$ cat config.mk
export PLATFORM = sky130hd
export DESIGN_NAME = ode_plotter
export DESIGN_NICKNAME = d
export VERILOG_FILES = /design/src/rtl/ode_plotter.sv
export SDC_FILE = /design/constraint.sdc
export NUM_CORES = 1
export LEC_CHECK = 0
export BUFFER_PORTS_ARGS = -buffer_cell sky130_fd_sc_hd__buf_2
export CAP_MARGIN = 20
export CORE_ASPECT_RATIO = 1.1
export CORE_MARGIN = 2
export CORE_UTILIZATION = 53
export CTS_CLUSTER_DIAMETER = 40
export CTS_CLUSTER_SIZE = 8
export DETAILED_ROUTE_END_ITERATION = 8
export GPL_ROUTABILITY_DRIVEN = 0
export GPL_TIMING_DRIVEN = 1
export HOLD_SLACK_MARGIN = 0.02
export PLACE_DENSITY_LB_ADDON = 0.3
export SETUP_SLACK_MARGIN = 0.1
export SKIP_LAST_GASP = 1
export SYNTH_ARGS = -nofsm -noshare
export SYNTH_HDL_FRONTEND = slang
export SYNTH_SLANG_ARGS = --single-unit
$ cat constraint.sdc
create_clock -name clk -period 5.6 [get_ports clk]
set_clock_uncertainty 0.1 [all_clocks]
set_input_delay 0.56 -clock clk [delete_from_list [all_inputs] [get_ports clk]]
set_output_delay 0.56 -clock clk [all_outputs]
set_load 0.01 [all_outputs]
$ cat src/rtl/ode_plotter.sv
// Projects decimated Lorenz solver states onto a 2-D screen plane, buffers visible
// points in a small FIFO and drains them to the framebuffer writer; also owns the clear sweep.
module ode_plotter #(
   parameter int WIDTH      = 27,
   parameter int FRAC       = 20,
   parameter int DECIM      = 4,
   parameter int SHIFT      = 17,
   parameter int H_OFF      = 320,
   parameter int V_OFF      = 240,
   parameter int SCREEN_W   = 640,
   parameter int SCREEN_H   = 480,
   parameter int FIFO_DEPTH = 8
) (
   input  logic                    clk,
   input  logic                    reset,
   input  logic signed [WIDTH-1:0] x_in,
   input  logic signed [WIDTH-1:0] y_in,
   input  logic signed [WIDTH-1:0] z_in,
   input  logic                    sample_valid,
   input  logic [1:0]              proj_sel,
   input  logic [7:0]              color,
   input  logic                    clear,
   output logic [9:0]              pix_x,
   output logic [9:0]              pix_y,
   output logic [7:0]              pix_color,
   output logic                    pix_valid,
   input  logic                    pix_ack,
   output logic                    busy,
   output logic [15:0]             dropped_count
);

   localparam int DEC_W = (DECIM > 1) ? $clog2(DECIM) : 1;
   localparam int PTR_W = (FIFO_DEPTH > 1) ? $clog2(FIFO_DEPTH) : 1;
   localparam logic [DEC_W-1:0] DEC_LAST  = DEC_W'(DECIM - 1);
   localparam logic [PTR_W:0]   CNT_FULL  = (PTR_W + 1)'(FIFO_DEPTH);
   localparam logic [9:0]       SW_LAST_X = 10'(SCREEN_W - 1);
   localparam logic [9:0]       SW_LAST_Y = 10'(SCREEN_H - 1);

   if (DECIM < 1 || SHIFT > FRAC || (1 << PTR_W) != FIFO_DEPTH) begin : g_param_check
      $error("ode_plotter: invalid DECIM, SHIFT/FRAC or FIFO_DEPTH");
   end

   typedef enum logic {ST_RUN, ST_CLEAR} state_t;

   state_t                  r_state;
   logic                    r_busy;
   logic                    r_clear_pend;
   logic [DEC_W-1:0]        r_dec_cnt;
   logic                    r_cap_valid;
   logic signed [WIDTH-1:0] r_cap_h;
   logic signed [WIDTH-1:0] r_cap_v;
   logic [7:0]              r_cap_color;
   logic                    r_prj_valid;
   logic [9:0]              r_prj_x;
   logic [9:0]              r_prj_y;
   logic [7:0]              r_prj_color;
   logic [27:0]             r_mem [FIFO_DEPTH];
   logic [PTR_W-1:0]        r_wr_ptr;
   logic [PTR_W-1:0]        r_rd_ptr;
   logic [PTR_W:0]          r_count;
   logic [9:0]              r_sw_x;
   logic [9:0]              r_sw_y;
   logic [15:0]             r_dropped;

   logic signed [WIDTH-1:0] w_h;
   logic signed [WIDTH-1:0] w_v;
   logic signed [WIDTH-1:0] w_hp;
   logic signed [WIDTH-1:0] w_vp;
   logic                    w_in_bounds;
   logic                    w_capture;
   logic                    w_empty;
   logic                    w_full;
   logic                    w_pop;
   logic                    w_push_ok;
   logic                    w_drop;
   logic [27:0]             w_head;

   always_comb begin
      w_h = x_in;
      w_v = z_in;
      case (proj_sel)
         2'd0:    begin w_h = x_in; w_v = y_in; end
         2'd2:    begin w_h = y_in; w_v = z_in; end
         default: begin w_h = x_in; w_v = z_in; end
      endcase
   end

   assign w_hp        = (r_cap_h >>> SHIFT) + WIDTH'(H_OFF);
   assign w_vp        = WIDTH'(V_OFF) - (r_cap_v >>> SHIFT);
   assign w_in_bounds = !w_hp[WIDTH-1] && (w_hp < WIDTH'(SCREEN_W)) &&
                        !w_vp[WIDTH-1] && (w_vp < WIDTH'(SCREEN_H));

   assign w_capture = sample_valid && (r_state == ST_RUN) && (r_dec_cnt == DEC_LAST);
   assign w_empty   = (r_count == '0);
   assign w_full    = (r_count == CNT_FULL);
   assign w_pop     = (r_state == ST_RUN) && !w_empty && pix_ack;
   // A full FIFO still accepts a push when the head leaves on the same edge.
   assign w_push_ok = r_prj_valid && (!w_full || w_pop);
   assign w_drop    = r_prj_valid && w_full && !w_pop;
   assign w_head    = r_mem[r_rd_ptr];

   always_comb begin
      pix_valid = 1'b0;
      pix_x     = '0;
      pix_y     = '0;
      pix_color = '0;
      if (r_state == ST_CLEAR) begin
         pix_valid = 1'b1;
         pix_x     = r_sw_x;
         pix_y     = r_sw_y;
      end else begin
         pix_valid = !w_empty;
         pix_x     = w_head[27:18];
         pix_y     = w_head[17:8];
         pix_color = w_head[7:0];
      end
   end

   assign busy          = r_busy;
   assign dropped_count = r_dropped;

   // NOTE: FIFO storage has no reset; validity comes from the pointers and count alone.
   always_ff @(posedge clk) begin
      if (w_push_ok) r_mem[r_wr_ptr] <= {r_prj_x, r_prj_y, r_prj_color};
   end

   // NOTE: every register here is updated with <= so all next-state terms see pre-edge values.
   always_ff @(posedge clk or negedge reset) begin
      if (!reset) begin
         r_state      <= ST_RUN;
         r_busy       <= 1'b0;
         r_clear_pend <= 1'b0;
         r_dec_cnt    <= '0;
         r_cap_valid  <= 1'b0;
         r_cap_h      <= '0;
         r_cap_v      <= '0;
         r_cap_color  <= '0;
         r_prj_valid  <= 1'b0;
         r_prj_x      <= '0;
         r_prj_y      <= '0;
         r_prj_color  <= '0;
         r_wr_ptr     <= '0;
         r_rd_ptr     <= '0;
         r_count      <= '0;
         r_sw_x       <= '0;
         r_sw_y       <= '0;
         r_dropped    <= '0;
      end else begin
         if (sample_valid) r_dec_cnt <= (r_dec_cnt == DEC_LAST) ? '0 : r_dec_cnt + 1'b1;

         case (r_state)
            ST_RUN: begin
               if (clear) r_clear_pend <= 1'b1;

               r_cap_valid <= w_capture;
               if (w_capture) begin
                  r_cap_h     <= w_h;
                  r_cap_v     <= w_v;
                  r_cap_color <= color;
               end

               r_prj_valid <= r_cap_valid && w_in_bounds;
               r_prj_x     <= w_hp[9:0];
               r_prj_y     <= w_vp[9:0];
               r_prj_color <= r_cap_color;

               if (w_push_ok) r_wr_ptr <= r_wr_ptr + 1'b1;
               if (w_pop)     r_rd_ptr <= r_rd_ptr + 1'b1;
               r_count <= r_count + (PTR_W + 1)'(w_push_ok) - (PTR_W + 1)'(w_pop);

               if (w_drop && r_dropped != 16'hFFFF) r_dropped <= r_dropped + 1'b1;

               // Wait for any beat already on the port to finish before sweeping.
               if (r_clear_pend && (w_empty || pix_ack)) begin
                  r_state     <= ST_CLEAR;
                  r_busy      <= 1'b1;
                  r_cap_valid <= 1'b0;
                  r_prj_valid <= 1'b0;
                  r_wr_ptr    <= '0;
                  r_rd_ptr    <= '0;
                  r_count     <= '0;
                  r_sw_x      <= '0;
                  r_sw_y      <= '0;
               end
            end

            ST_CLEAR: begin
               if (pix_ack) begin
                  if (r_sw_x == SW_LAST_X) begin
                     r_sw_x <= '0;
                     if (r_sw_y == SW_LAST_Y) begin
                        r_sw_y       <= '0;
                        r_state      <= ST_RUN;
                        r_busy       <= 1'b0;
                        r_clear_pend <= 1'b0;
                     end else begin
                        r_sw_y <= r_sw_y + 1'b1;
                     end
                  end else begin
                     r_sw_x <= r_sw_x + 1'b1;
                  end
               end
            end

            default: r_state <= ST_RUN;
         endcase
      end
   end

endmodule

# Word-level counts from Yosys, hierarchy flattened
# Memory sizes are Yosys's and may differ from the RTL's.
# Index checks and enable logic that the tools add are counted.
[op_classes] n_addsub=10 order_cmp=2 n_eq_ne=11 n_mux=36 bitwise_logic=1 reduce_logical=32
[ops] op="$mux W10" count=8
[ops] op="$mux W27" count=2
[ops] op="$pmux W10 S2" count=2
[ops] op="$add A10 B1 Y10 const B" count=2
[ops] op="$add A16 B1 Y16 const B" count=1
[ops] op="$ne A16 B16 Y1 const B" count=1
[ops] op="$mux W1" count=14
[ops] op="$logic_and A1 B1 Y1" count=13
[ops] op="$mux W3" count=4
[ops] op="$add A10 B10 Y11 const B" count=1
[ops] op="$lt A11 B10 Y1 const B" count=1
[ops] op="$lt A11 B11 Y1 const B" count=1
[ops] op="$sub A9 B10 Y11 const A" count=1
[ops] op="$eq A10 B10 Y1 const B" count=1
[ops] op="$eq A10 B9 Y1 const B" count=1
[ops] op="$reduce_and A2 Y1" count=5
[ops] op="$mux W8" count=1
[ops] op="$reduce_and A4 Y1" count=2
[ops] op="$add A3 B1 Y3 const B" count=2
[ops] op="$ne A2 B1 Y1 const B" count=3
[ops] op="$pmux W1 S2" count=3
[ops] op="$logic_not A1 Y1" count=5
[ops] op="$add A4 B1 Y4" count=1
[ops] op="$eq A2 B2 Y1 const B" count=2
[ops] op="12 further kinds" count=15
[word_totals] ff_bits=143 ramBits=224 input_bits=96 out_inout_bits=46 mem_count=1
[mem_list] name="r_mem" depth=8 width=28 read_ports=1 rd_clocked_by_memory_dff=0 wr=1 line="57" rtl="logic [27:0] r_mem [FIFO_DEPTH];"

# Longest topological paths before layout
# Gate-level depths: netlist (run 1).
[depth] depth_word=9 mapped_depth=12 mapped_depth_nobuf=12

# Worst setup path before layout (run 1)
# OpenSTA, ideal clock, no wires.
[synth_path] kind="input port to flip-flop" startpoint="input port pix_ack" endpoint="memory r_mem[2][0] (enable)" setup_time_ps=494 t_arrival_ps=4741 t_required_ps=5006 path_slack_ps=265 path_stages=5 n_path_buf=1 cell_sequence="buf_2 -> or3b_2 -> a31oi_1 -> inv_1 -> nor4b_1"
[synth_between] elab_chain_len=5
[synth_lines] element="from (decl)" line="27" rtl="input logic pix_ack,"
[synth_lines] element="$logic_and A1 B1 Y1" line="96" rtl="assign w_pop = (r_state == ST_RUN) && !w_empty && pix_ack;"
[synth_lines] element="$logic_or A1 B1 Y1" line="98" rtl="assign w_push_ok = r_prj_valid && (!w_full || w_pop);"
[synth_lines] element="$logic_and A1 B1 Y1" line="98"
[synth_lines] element="$mux W1" line="124" rtl="if (w_push_ok) r_mem[r_wr_ptr] <= {r_prj_x, r_prj_y, r_prj_color};"
[synth_lines] element="$mux W1 (implied by the code)" line="124"
[synth_lines] element="to (decl)" line="57"
# No other way between the ends.

# Worst setup path after layout (run 1)
[layout_path] startpoint="register r_rd_ptr[0]" endpoint="output port pix_y[0]"
[layout_between] elab_chain_len=2
[layout_lines] element="from (decl)" line="59" rtl="logic [PTR_W-1:0] r_rd_ptr;"
[layout_lines] element="from (signal assigned)" line="168" rtl="if (w_pop) r_rd_ptr <= r_rd_ptr + 1'b1;"
[layout_lines] element="$mem_v2 Z8 W28"
[layout_lines] element="$mux W10" line="107" rtl="if (r_state == ST_CLEAR) begin"
[layout_lines] element="to (decl)" line="24" rtl="output logic [9:0] pix_y,"
# No other way between the ends.

==> qor.txt, run 1 <==
DIE
----------------------------------------------------------------------------------------
Total Die Area ............................................................   27500 um^2
Horizontal die dimension ..................................................       158 um
Core ar. ..................................................................   25900 um^2
Initial core utilization ..................................................        0.535
Number of core rows .......................................................           62
Count of pins on the block boundary .......................................          142
Die boundary height .......................................................       174 um

CRITICAL PATH
----------------------------------------------------------------------------------------
Arrival time worst endpoint ...............................................      3.12 ns
Data required, critical path ..............................................      4.94 ns
End of the worst register-to-register path ................................ r_count[2]$_DFFE_PN0N_
Kind of end point of the critical path ....................................   output pin
Category of the worst setup path launch point .............................    flip-flop
Biggest fanout along the worst timing path ................................           44
Critical register-to-register path startpoint ............................. r_state$_DFF_PN0_
Timing startpoint of the critical path .................................... r_rd_ptr[0]$_DFFE_PN0P_
Length in cells of the worst reg-to-reg path ..............................           10
Flop2flop setup slack .....................................................      2.17 ns
Critical setup path kind ..................................................      reg2out

GLOBAL ROUTING
----------------------------------------------------------------------------------------
Global-route wire length before repair ....................................     44500 um
Total global routing overflow .............................................            0
Total GRT Usage ...........................................................        0.213
Largest net degree at the start of global routing .........................           63
Busiest layer in global routing ...........................................         met2
GR Util met3 ..............................................................       0.0398
Met2 track demand over resource in global routing .........................        0.348
Vias in the first global route ............................................         8094
Met1 routing resource usage after global routing ..........................        0.294
Antenna violations before repair ..........................................            1

CLOCK TREE
----------------------------------------------------------------------------------------
H-tree levels .............................................................            2
CTS root buf .............................................................. sky130_fd_sc_hd__clkbuf_16
TritonCTS clock tree ......................................................         done
Insertion delay to the later sink of the worst-skew pair ..................      0.54 ns
Number of instances resized during post-cts repair ........................            0
CTS clk-pin slew, worst paths .............................................      0.05 ns
Post-CTS Repair Setup Buffers .............................................            0
Maximum number of buffers from clock root to sink .........................            3
Quantity of hold-fixing buffers added after cts ...........................            0
CTS sink count ............................................................          333
Inserted Clock Buffers ....................................................           49

TIMING
----------------------------------------------------------------------------------------
Final number of setup-violating endpoints .................................            0
Setup TNS after final layout ..............................................         0 ns
Setup repair after global routing missed its margin .......................        false
Final count of hold timing violations .....................................            0
Total count of max-transition violations in the final report ..............            0
Final critical delay including setup and external delays ..................      3.78 ns
Max_slew headroom .........................................................        0.258
Max Fclk ..................................................................    0.265 GHz
Transition time at the pin with the least slew margin .....................      1.11 ns
Period Utilization, post-route ............................................        0.674

DETAILED ROUTING
----------------------------------------------------------------------------------------
Post-route DRC ............................................................            0
Number of nets with antenna violations after detailed routing .............            0
First-pass iteration count of the detailed router .........................            5
Total routed wirelength ...................................................     28100 um
First DRT Iteration DRCs ..................................................          711
Via count .................................................................         7835
Via density ...............................................................         5.64
Routed len/inst ...........................................................      20.2 um

SYNTHESIS
----------------------------------------------------------------------------------------
Gate count of the mapped netlist ..........................................          886
Mux share of post-synthesis cell area .....................................        0.148
Cell type with the largest total area after synthesis ..................... sky130_fd_sc_hd__edfxtp_1
Synthesized netlist net count .............................................          997
Ranking of synthesized cells by area ...................................... sky130_fd_sc_hd__edfxtp_1 (49%), sky130_fd_sc_hd__dfrtp_1 (20%), sky130_fd_sc_hd__mux4_2 (9.1%), sky130_fd_sc_hd__mux2i_1 (3.5%), sky130_fd_sc_hd__o21ai_0 (2.9%)
Synth Area per Inst .......................................................    15.6 um^2
Synth warnings ............................................................            0
Number of synthesized flops with an enable pin ............................          224
Area fraction in compound gates after synthesis ...........................       0.0557
Synthesized cell area .....................................................   13900 um^2
Synth Area in Simple Gates ................................................       0.0653
Flip-flop cell with the highest count after synthesis ..................... sky130_fd_sc_hd__edfxtp_1
Combinational family with the most area after synthesis ................... multiplexers
Area share of the largest cell type after synthesis .......................        0.485
Netlist cell types ........................................................           56
Share of flip-flops with an asynchronous set or reset .....................        0.327
Fraction of the mapped netlist area in adder cells ........................       0.0141
Xor-xnor portion of the synthesized cell area .............................       0.0183
Synth Register Bits .......................................................          333
Proportion of synthesized chip area in sequential cells ...................        0.682

FINAL LAYOUT
----------------------------------------------------------------------------------------
Antenna cells .............................................................            0
Ratio of cells with drive above 1 in the final layout .....................        0.256
Post-route insts no fill ..................................................         1390
Layout overhead on the synthesized area ...................................        16.8%
Nets ......................................................................         1110

PWR
----------------------------------------------------------------------------------------
Standby leakage power .....................................................      6.55 nW
Highest ir drop seen on vdd ...............................................     0.208 mV
Total power per unit cell area ............................................  341 nW/um^2

PLACED DESIGN
----------------------------------------------------------------------------------------
Count of placed standard cells including taps .............................         1300
Total half-perimeter wirelength after legalization and detailed placement .     16000 um
Total of buffers placed on input and output ports .........................           90

MIN PATH
----------------------------------------------------------------------------------------
Min-Delay Path Class ......................................................     in2async

OUTCOME
----------------------------------------------------------------------------------------
Result of the run ......................................................... finished clean

JOB
----------------------------------------------------------------------------------------
Max-cap violations ........................................................            0

## synth_stat cells (2+ instances only)
cell	n
sky130_fd_sc_hd__edfxtp_1	224
sky130_fd_sc_hd__dfrtp_1	109
sky130_fd_sc_hd__nand2_1	95
sky130_fd_sc_hd__o21ai_0	81
sky130_fd_sc_hd__mux4_2	56
sky130_fd_sc_hd__mux2i_1	48
sky130_fd_sc_hd__nor2_1	28
sky130_fd_sc_hd__mux2_2	27
sky130_fd_sc_hd__clkbuf_1	24
sky130_fd_sc_hd__xnor2_1	19
sky130_fd_sc_hd__inv_1	18
sky130_fd_sc_hd__nand3_1	16
sky130_fd_sc_hd__ha_1	14
sky130_fd_sc_hd__buf_1	10
sky130_fd_sc_hd__xor2_1	10
sky130_fd_sc_hd__o31ai_1	9
sky130_fd_sc_hd__a21oi_1	8
sky130_fd_sc_hd__nand4_1	8
sky130_fd_sc_hd__nor3_1	7
sky130_fd_sc_hd__and3_1	6
sky130_fd_sc_hd__buf_2	6
sky130_fd_sc_hd__a31oi_1	5
sky130_fd_sc_hd__nand2b_1	5
sky130_fd_sc_hd__nor3b_1	4
sky130_fd_sc_hd__or3_1	4
sky130_fd_sc_hd__and4_1	3
sky130_fd_sc_hd__nor4b_1	3
sky130_fd_sc_hd__o22ai_1	3
sky130_fd_sc_hd__a21boi_0	2
sky130_fd_sc_hd__a21o_1	2
sky130_fd_sc_hd__a32o_1	2
sky130_fd_sc_hd__and2_1	2
sky130_fd_sc_hd__nor2b_1	2
sky130_fd_sc_hd__o41ai_1	2
sky130_fd_sc_hd__o41ai_2	2
sky130_fd_sc_hd__or4b_2	2
## sequential cells by signal, indices dropped and copies added, names as in the netlist
signal and flops:
r_prj_x 10, r_cap_color 8, r_sw_y 10, r_prj_y 10, r_dec_cnt 2, r_count 4
r_clear_pend 1, r_state 1, r_prj_color 8, r_cap_h 10, r_sw_x 10, r_prj_valid 1
r_cap_v 10, r_mem 224, dropped_count 16, r_rd_ptr 3, r_wr_ptr 3, busy 1
r_cap_valid 1
## kinds of logic (layout without fill, tap and decap cells)
logic type               count (synthesis)  after routing
buffers and inverters                   59            211
flip-flops                             333            333
XOR/XNOR                                29             29
AO/OA/AOI/OAI                          127            127
AND/OR/NAND/NOR                        192            192
multiplexers                           131            131
adder cells (fa/ha/maj)                 15             15
## layout by cell type (no fill, tap or decap), types with 3 or more instances in the layout
| cell type | count |
|---|---|
| sky130_fd_sc_hd__edfxtp_1 | 224 |
| sky130_fd_sc_hd__dfrtp_1 | 105 |
| sky130_fd_sc_hd__nand2_1 | 95 |
| sky130_fd_sc_hd__buf_2 | 89 |
| sky130_fd_sc_hd__o21ai_0 | 81 |
| sky130_fd_sc_hd__mux4_2 | 56 |
| sky130_fd_sc_hd__clkbuf_16 | 49 |
| sky130_fd_sc_hd__mux2i_1 | 48 |
| sky130_fd_sc_hd__clkbuf_1 | 31 |
| sky130_fd_sc_hd__nor2_1 | 27 |
| sky130_fd_sc_hd__mux2_2 | 27 |
| sky130_fd_sc_hd__xnor2_1 | 19 |
| sky130_fd_sc_hd__inv_1 | 18 |
| sky130_fd_sc_hd__nand3_1 | 15 |
| sky130_fd_sc_hd__ha_1 | 14 |
| sky130_fd_sc_hd__buf_4 | 14 |
| sky130_fd_sc_hd__xor2_1 | 10 |
| sky130_fd_sc_hd__o31ai_1 | 9 |
| sky130_fd_sc_hd__nand4_1 | 8 |
| sky130_fd_sc_hd__a21oi_1 | 8 |
| sky130_fd_sc_hd__and3_1 | 6 |
| sky130_fd_sc_hd__nand2b_1 | 5 |
| sky130_fd_sc_hd__a31oi_1 | 5 |
| sky130_fd_sc_hd__or3_1 | 4 |
| sky130_fd_sc_hd__nor3_1 | 4 |
| sky130_fd_sc_hd__clkbuf_8 | 4 |
| sky130_fd_sc_hd__o22ai_1 | 3 |
| sky130_fd_sc_hd__and4_1 | 3 |
| sky130_fd_sc_hd__nor3_2 | 3 |
## routing by layer
metal | wire, um | vias up
met5 | 13 | -
met4 | 712 | 2
met1 | 11900 | 3933
li1 | - | 3636
met3 | 1440 | 51
met2 | 14000 | 213
## critical path: stages, from the launching register on
cell                      delay, ns
sky130_fd_sc_hd__dfrtp_4       0.96
sky130_fd_sc_hd__buf_4         0.47
sky130_fd_sc_hd__mux4_2        0.56
sky130_fd_sc_hd__mux2i_1       0.21
sky130_fd_sc_hd__o21ai_0       0.13
sky130_fd_sc_hd__buf_2         0.17
## layout make-up
type,instances,area (um^2)
fill,1908,9720
sequential,333,9460
clock buffer,84,1400
timing repair buffer,103,551
tap,352,440
inverter,18,67.6
clock inverter,6,55.1
multi-input combinational,494,4220
## report_power, final
group / leakage, nW / switching (mW) / internal (mW)
logic: 1.90 / 0.0789 / 0.0723
clock network: 0.697 / 1.02 / 1.68
registers: 3.95 / 0.0360 / 2.63
## how the worst max path moves through the flow
stage,endpoint,slack [ns],depth (start not counted)
final,pix_y[0],1.82,5
after global routing,pix_y[0],1.55,5
after CTS,pix_y[0],1.69,5
after detailed placement,r_count[2]$_DFFE_PN0N_,2.13,11
after global placement,r_count[2]$_DFFE_PN0N_,2.18,11
after floorplan,r_mem[2][0]$_DFFE_PP_,0.27,5
## stage by stage
| step | utilization | cell area [um^2] | hold slack, ns | setup slack (ns) | power, mW |
|---|---|---|---|---|---|
| 3_3_place_gp | 0.569 | 14700 | 0.361 | 2.18 | 2.86 |
| 6_report | 0.625 | 16200 | 0.0350 | 1.82 | 5.52 |
| 5_1_grt | 0.625 | 16200 | 0.0968 | 1.55 | 5.71 |
| 4_1_cts | 0.625 | 16200 | 0.0530 | 1.69 | 5.57 |
| 3_5_place_dp | 0.569 | 14700 | 0.370 | 2.13 | 2.87 |
| 2_1_floorplan | - | 13900 | 0.164 | 0.265 | 2.79 |
No activity file was read; power rests on OpenSTA's default activity.
==> run 2, diff against run 1 <==
ABC_AREA = 1   (was default)
clock period = 3.1 ns   (was 5.6 ns; I/O delays follow)
==> qor.txt, run 2 <==
SYNTHESIS
----------------------------------------------------------------------------------------
Ranking of synthesized cells by area ...................................... sky130_fd_sc_hd__edfxtp_1 (47%), sky130_fd_sc_hd__dfrtp_1 (19%), sky130_fd_sc_hd__o21ai_0 (7.8%), sky130_fd_sc_hd__nor2_1 (5.5%), sky130_fd_sc_hd__nand2_1 (4.7%)
Synth Register Bits .......................................................          333   unchanged
Leading cell type by number of instances after synthesis .................. sky130_fd_sc_hd__edfxtp_1
Netlist cell types ........................................................           38   -32%
Share of flip-flops with an asynchronous set or reset .....................        0.327   unchanged
Synthesized netlist net count .............................................         1461   +47%
Synth Area per Inst .......................................................    10.6 um^2   -32%
Flip-flop cell with the highest count after synthesis ..................... sky130_fd_sc_hd__edfxtp_1
Area share of the largest cell type after synthesis .......................        0.469   -0.0163
Gate count of the mapped netlist ..........................................         1350   +52%
Cell type with the largest total area after synthesis ..................... sky130_fd_sc_hd__edfxtp_1
Synthesized cell area .....................................................   14300 um^2   +3.5%
Number of synthesized flops with an enable pin ............................          224   unchanged
Top cell types by occurrence after synthesis .............................. sky130_fd_sc_hd__edfxtp_1 (224), sky130_fd_sc_hd__o21ai_0 (223), sky130_fd_sc_hd__nor2_1 (212)
Synth warnings ............................................................            0   unchanged
Proportion of synthesized chip area in sequential cells ...................        0.659   -0.0229

CRITICAL PATH
----------------------------------------------------------------------------------------
Data required, critical path ..............................................      2.69 ns   -2.25 ns
Arrival time worst endpoint ...............................................      2.43 ns   -0.69 ns
Biggest fanout along the worst timing path ................................           63   +43%
Kind of end point of the critical path ....................................   output pin
Critical setup path kind ..................................................      reg2out
Category of the worst setup path launch point .............................    flip-flop

DETAILED ROUTING
----------------------------------------------------------------------------------------
First-pass iteration count of the detailed router .........................            6   +1
Routed len/inst ...........................................................      17.5 um   -13%
Via density ...............................................................         5.54   -1.8%
Number of nets with antenna violations after detailed routing .............            0   unchanged
Total routed wirelength ...................................................     33300 um   +18%
Via count .................................................................        10500   +34%
Post-route DRC ............................................................            0   unchanged
First DRT Iteration DRCs ..................................................          973   +37%

GLOBAL ROUTING
----------------------------------------------------------------------------------------
Antenna violations before repair ..........................................            0   -1
Total global routing overflow .............................................            0   unchanged
Global-route wire length before repair ....................................     52700 um   +18%
Largest net degree at the start of global routing .........................          114   +81%
Vias in the first global route ............................................        10300   +28%
Total GRT Usage ...........................................................        0.237   +0.0237

DIE
----------------------------------------------------------------------------------------
Number of core rows .......................................................           63   +1.6%
Count of pins on the block boundary .......................................          142   unchanged
Initial core utilization ..................................................        0.535   about the same
Core ar. ..................................................................   26800 um^2   +3.4%
Die boundary height .......................................................       177 um   +1.7%
Horizontal die dimension ..................................................       161 um   +1.7%
Total Die Area ............................................................   28400 um^2   +3.4%

FINAL LAYOUT
----------------------------------------------------------------------------------------
Ratio of cells with drive above 1 in the final layout .....................        0.135   -0.121
Layout overhead on the synthesized area ...................................        19.5%
Core occupancy in the finished layout .....................................        0.640   +0.0148
Nets ......................................................................         1613   +45%
Most frequent standard cell in the layout excluding fill and tap cells .... sky130_fd_sc_hd__edfxtp_1
Sequential cell area ......................................................    9460 um^2   about the same
Antenna cells .............................................................            0   unchanged
Largest register by flop count ............................................        r_mem
Fill count ................................................................         2029   +6.3%
Footprint of the multi-input gates ........................................    4280 um^2   +1.5%
Most frequent cells in the layout ......................................... sky130_fd_sc_hd__edfxtp_1 (224), sky130_fd_sc_hd__o21ai_0 (223), sky130_fd_sc_hd__nor2_1 (212)
Number of flip-flops under the largest register name ......................          224   unchanged
Final Cell Area ...........................................................   17100 um^2   +5.9%

PWR
----------------------------------------------------------------------------------------
Standby leakage power .....................................................      7.33 nW   +12%
Total power per unit cell area ............................................  578 nW/um^2   +70%
Highest ir drop seen on vdd ...............................................     0.361 mV   +74%
Final Power ...............................................................      9.91 mW   +80%

PLACED DESIGN
----------------------------------------------------------------------------------------
Total half-perimeter wirelength after legalization and detailed placement .     19800 um   +24%
Area after DPL ............................................................   15300 um^2   +3.6%
Total of buffers placed on input and output ports .........................           90   unchanged

CLOCK TREE
----------------------------------------------------------------------------------------
CTS root buf .............................................................. sky130_fd_sc_hd__clkbuf_16
TritonCTS clock tree ......................................................         done
CTS sink count ............................................................          333   unchanged
CTS clk-pin slew, worst paths .............................................      0.05 ns   about the same
Insertion delay to the later sink of the worst-skew pair ..................      0.53 ns   about the same
Post-CTS Repair Setup Buffers .............................................            0   unchanged
Inserted Clock Buffers ....................................................           48   -2.0%
H-tree levels .............................................................            2   unchanged
Maximum number of buffers from clock root to sink .........................            3   unchanged

TIMING
----------------------------------------------------------------------------------------
Final count of hold timing violations .....................................            0   unchanged
Total count of max-transition violations in the final report ..............            0   unchanged
Final critical delay including setup and external delays ..................      2.84 ns
Transition time at the pin with the least slew margin .....................     0.708 ns   -0.405 ns
Setup repair after global routing missed its margin .......................        false
Max Fclk ..................................................................    0.352 GHz
Max_slew headroom .........................................................        0.523   +0.265
Final number of setup-violating endpoints .................................            0   unchanged
Period Utilization, post-route ............................................        0.917

OUTCOME
----------------------------------------------------------------------------------------
Result of the run ......................................................... finished clean

JOB
----------------------------------------------------------------------------------------
Max-cap violations ........................................................            0   unchanged

MIN PATH
----------------------------------------------------------------------------------------
Min-Delay Path Class ......................................................       in2reg

==> run 2: cell count changes after synthesis, moves of 18 or more <==
cell                       before  now
sky130_fd_sc_hd__inv_1         18   83
sky130_fd_sc_hd__mux2_2        27    1
sky130_fd_sc_hd__mux2i_1       48    0
sky130_fd_sc_hd__mux4_2        56    0
sky130_fd_sc_hd__nand2_1       95  181
sky130_fd_sc_hd__nand3_1       16   68
sky130_fd_sc_hd__nor2_1        28  212
sky130_fd_sc_hd__o211ai_1       1   19
sky130_fd_sc_hd__o21ai_0       81  223
sky130_fd_sc_hd__o221ai_1       0   21
==> run 2: worst max-delay path: stages, from the launching register on <==
cell and delay (ns):
sky130_fd_sc_hd__dfrtp_2 0.64, sky130_fd_sc_hd__buf_12 0.34, sky130_fd_sc_hd__o21ai_0 0.17, sky130_fd_sc_hd__o221ai_1 0.22
sky130_fd_sc_hd__nand3_1 0.18, sky130_fd_sc_hd__o21ai_0 0.16, sky130_fd_sc_hd__buf_2 0.16
==> run 2: layout make-up <==
| type | instances | share of cell area |
|---|---|---|
| tap | 357 | 0.0261 |
| sequential | 333 | 0.552 |
| timing repair buffer | 168 | 0.0711 |
| clock inverter | 3 | 0.00175 |
| inverter | 90 | 0.0199 |
| clock buffer | 85 | 0.0800 |
| multi-input combinational | 861 | 0.250 |
==> run 2: cells by family (layout without fill, tap and decap cells) <==
family                     Yosys count  after routing  share of synthesized area
muxes                                1              1                   0.000785
adders and majority gates           15             15                     0.0136
DFF                                333            333                      0.659
xor gates and xnor gates            10             10                    0.00611
and+or+nand+nor                    515            515                      0.152
AOI/OAI and AO/OA                  320            320                      0.123
buffers and inverters              156            346                     0.0454
==> run 2: final timing paths <==
| kind | from | to | slack, ns | cells past startpoint |
|---|---|---|---|---|
| hold reg to reg | r_dec_cnt[0]$_DFFE_PN0P_ | r_dec_cnt[0]$_DFFE_PN0P_ | 0.37 | 1 |
| setup reg to reg | r_state$_DFF_PN0_ | r_cap_h[19]$_DFFE_PN0P_ | 0.46 | 7 |
| setup / recovery | r_rd_ptr[1]$_DFFE_PN0P_ | pix_y[0] | 0.26 | 6 |
| min in group asynchronous | reset | r_sw_x[3]$_DFFE_PN0P_ | 0.27 | 2 |
| max in group asynchronous | reset | r_prj_color[5]$_DFFE_PN0N_ | 1.83 | 3 |
| hold / removal | y_in[26] | r_cap_h[26]$_DFFE_PN0P_ | 0.04 | 3 |
==> run 2: layer usage <==
layer	wire [um]	vias up	part of all wire	global-route usage
met2	16200	380	0.49	0.395
met3	2260	71	0.068	0.0381
li1	-	5055	-	-
met5	0	-	0	0
met4	845	0	0.025	0.0919
met1	14000	4997	0.42	0.316
==> run 2: per-stage QoR <==
step           instances  hold WS, ns  TNS (ns)  setup slack [ns]
6_report            1897       0.0390         0             0.257
5_1_grt             1897       0.0430         0             0.137
4_1_cts             1897       0.0209         0             0.199
3_5_place_dp        1762        0.302         0             0.547
3_3_place_gp        1762        0.302         0             0.601
2_1_floorplan       1350      -0.0856    -93.58            -0.418
==> run 2: repair_timing <==
action / 4_1_cts / 5_1_grt
hold endpoints to repair: 75 / 0
gates resized for setup: 0 / 2
setup endpoints to repair: 0 / 3
hold buffers: 47 / 0
==> run 2: power by group <==
group	internal, mW	switching [mW]
Combinational	0.145	0.196
Sequential	4.76	0.0509
Clock	2.96	1.79
Total	7.87	2.04
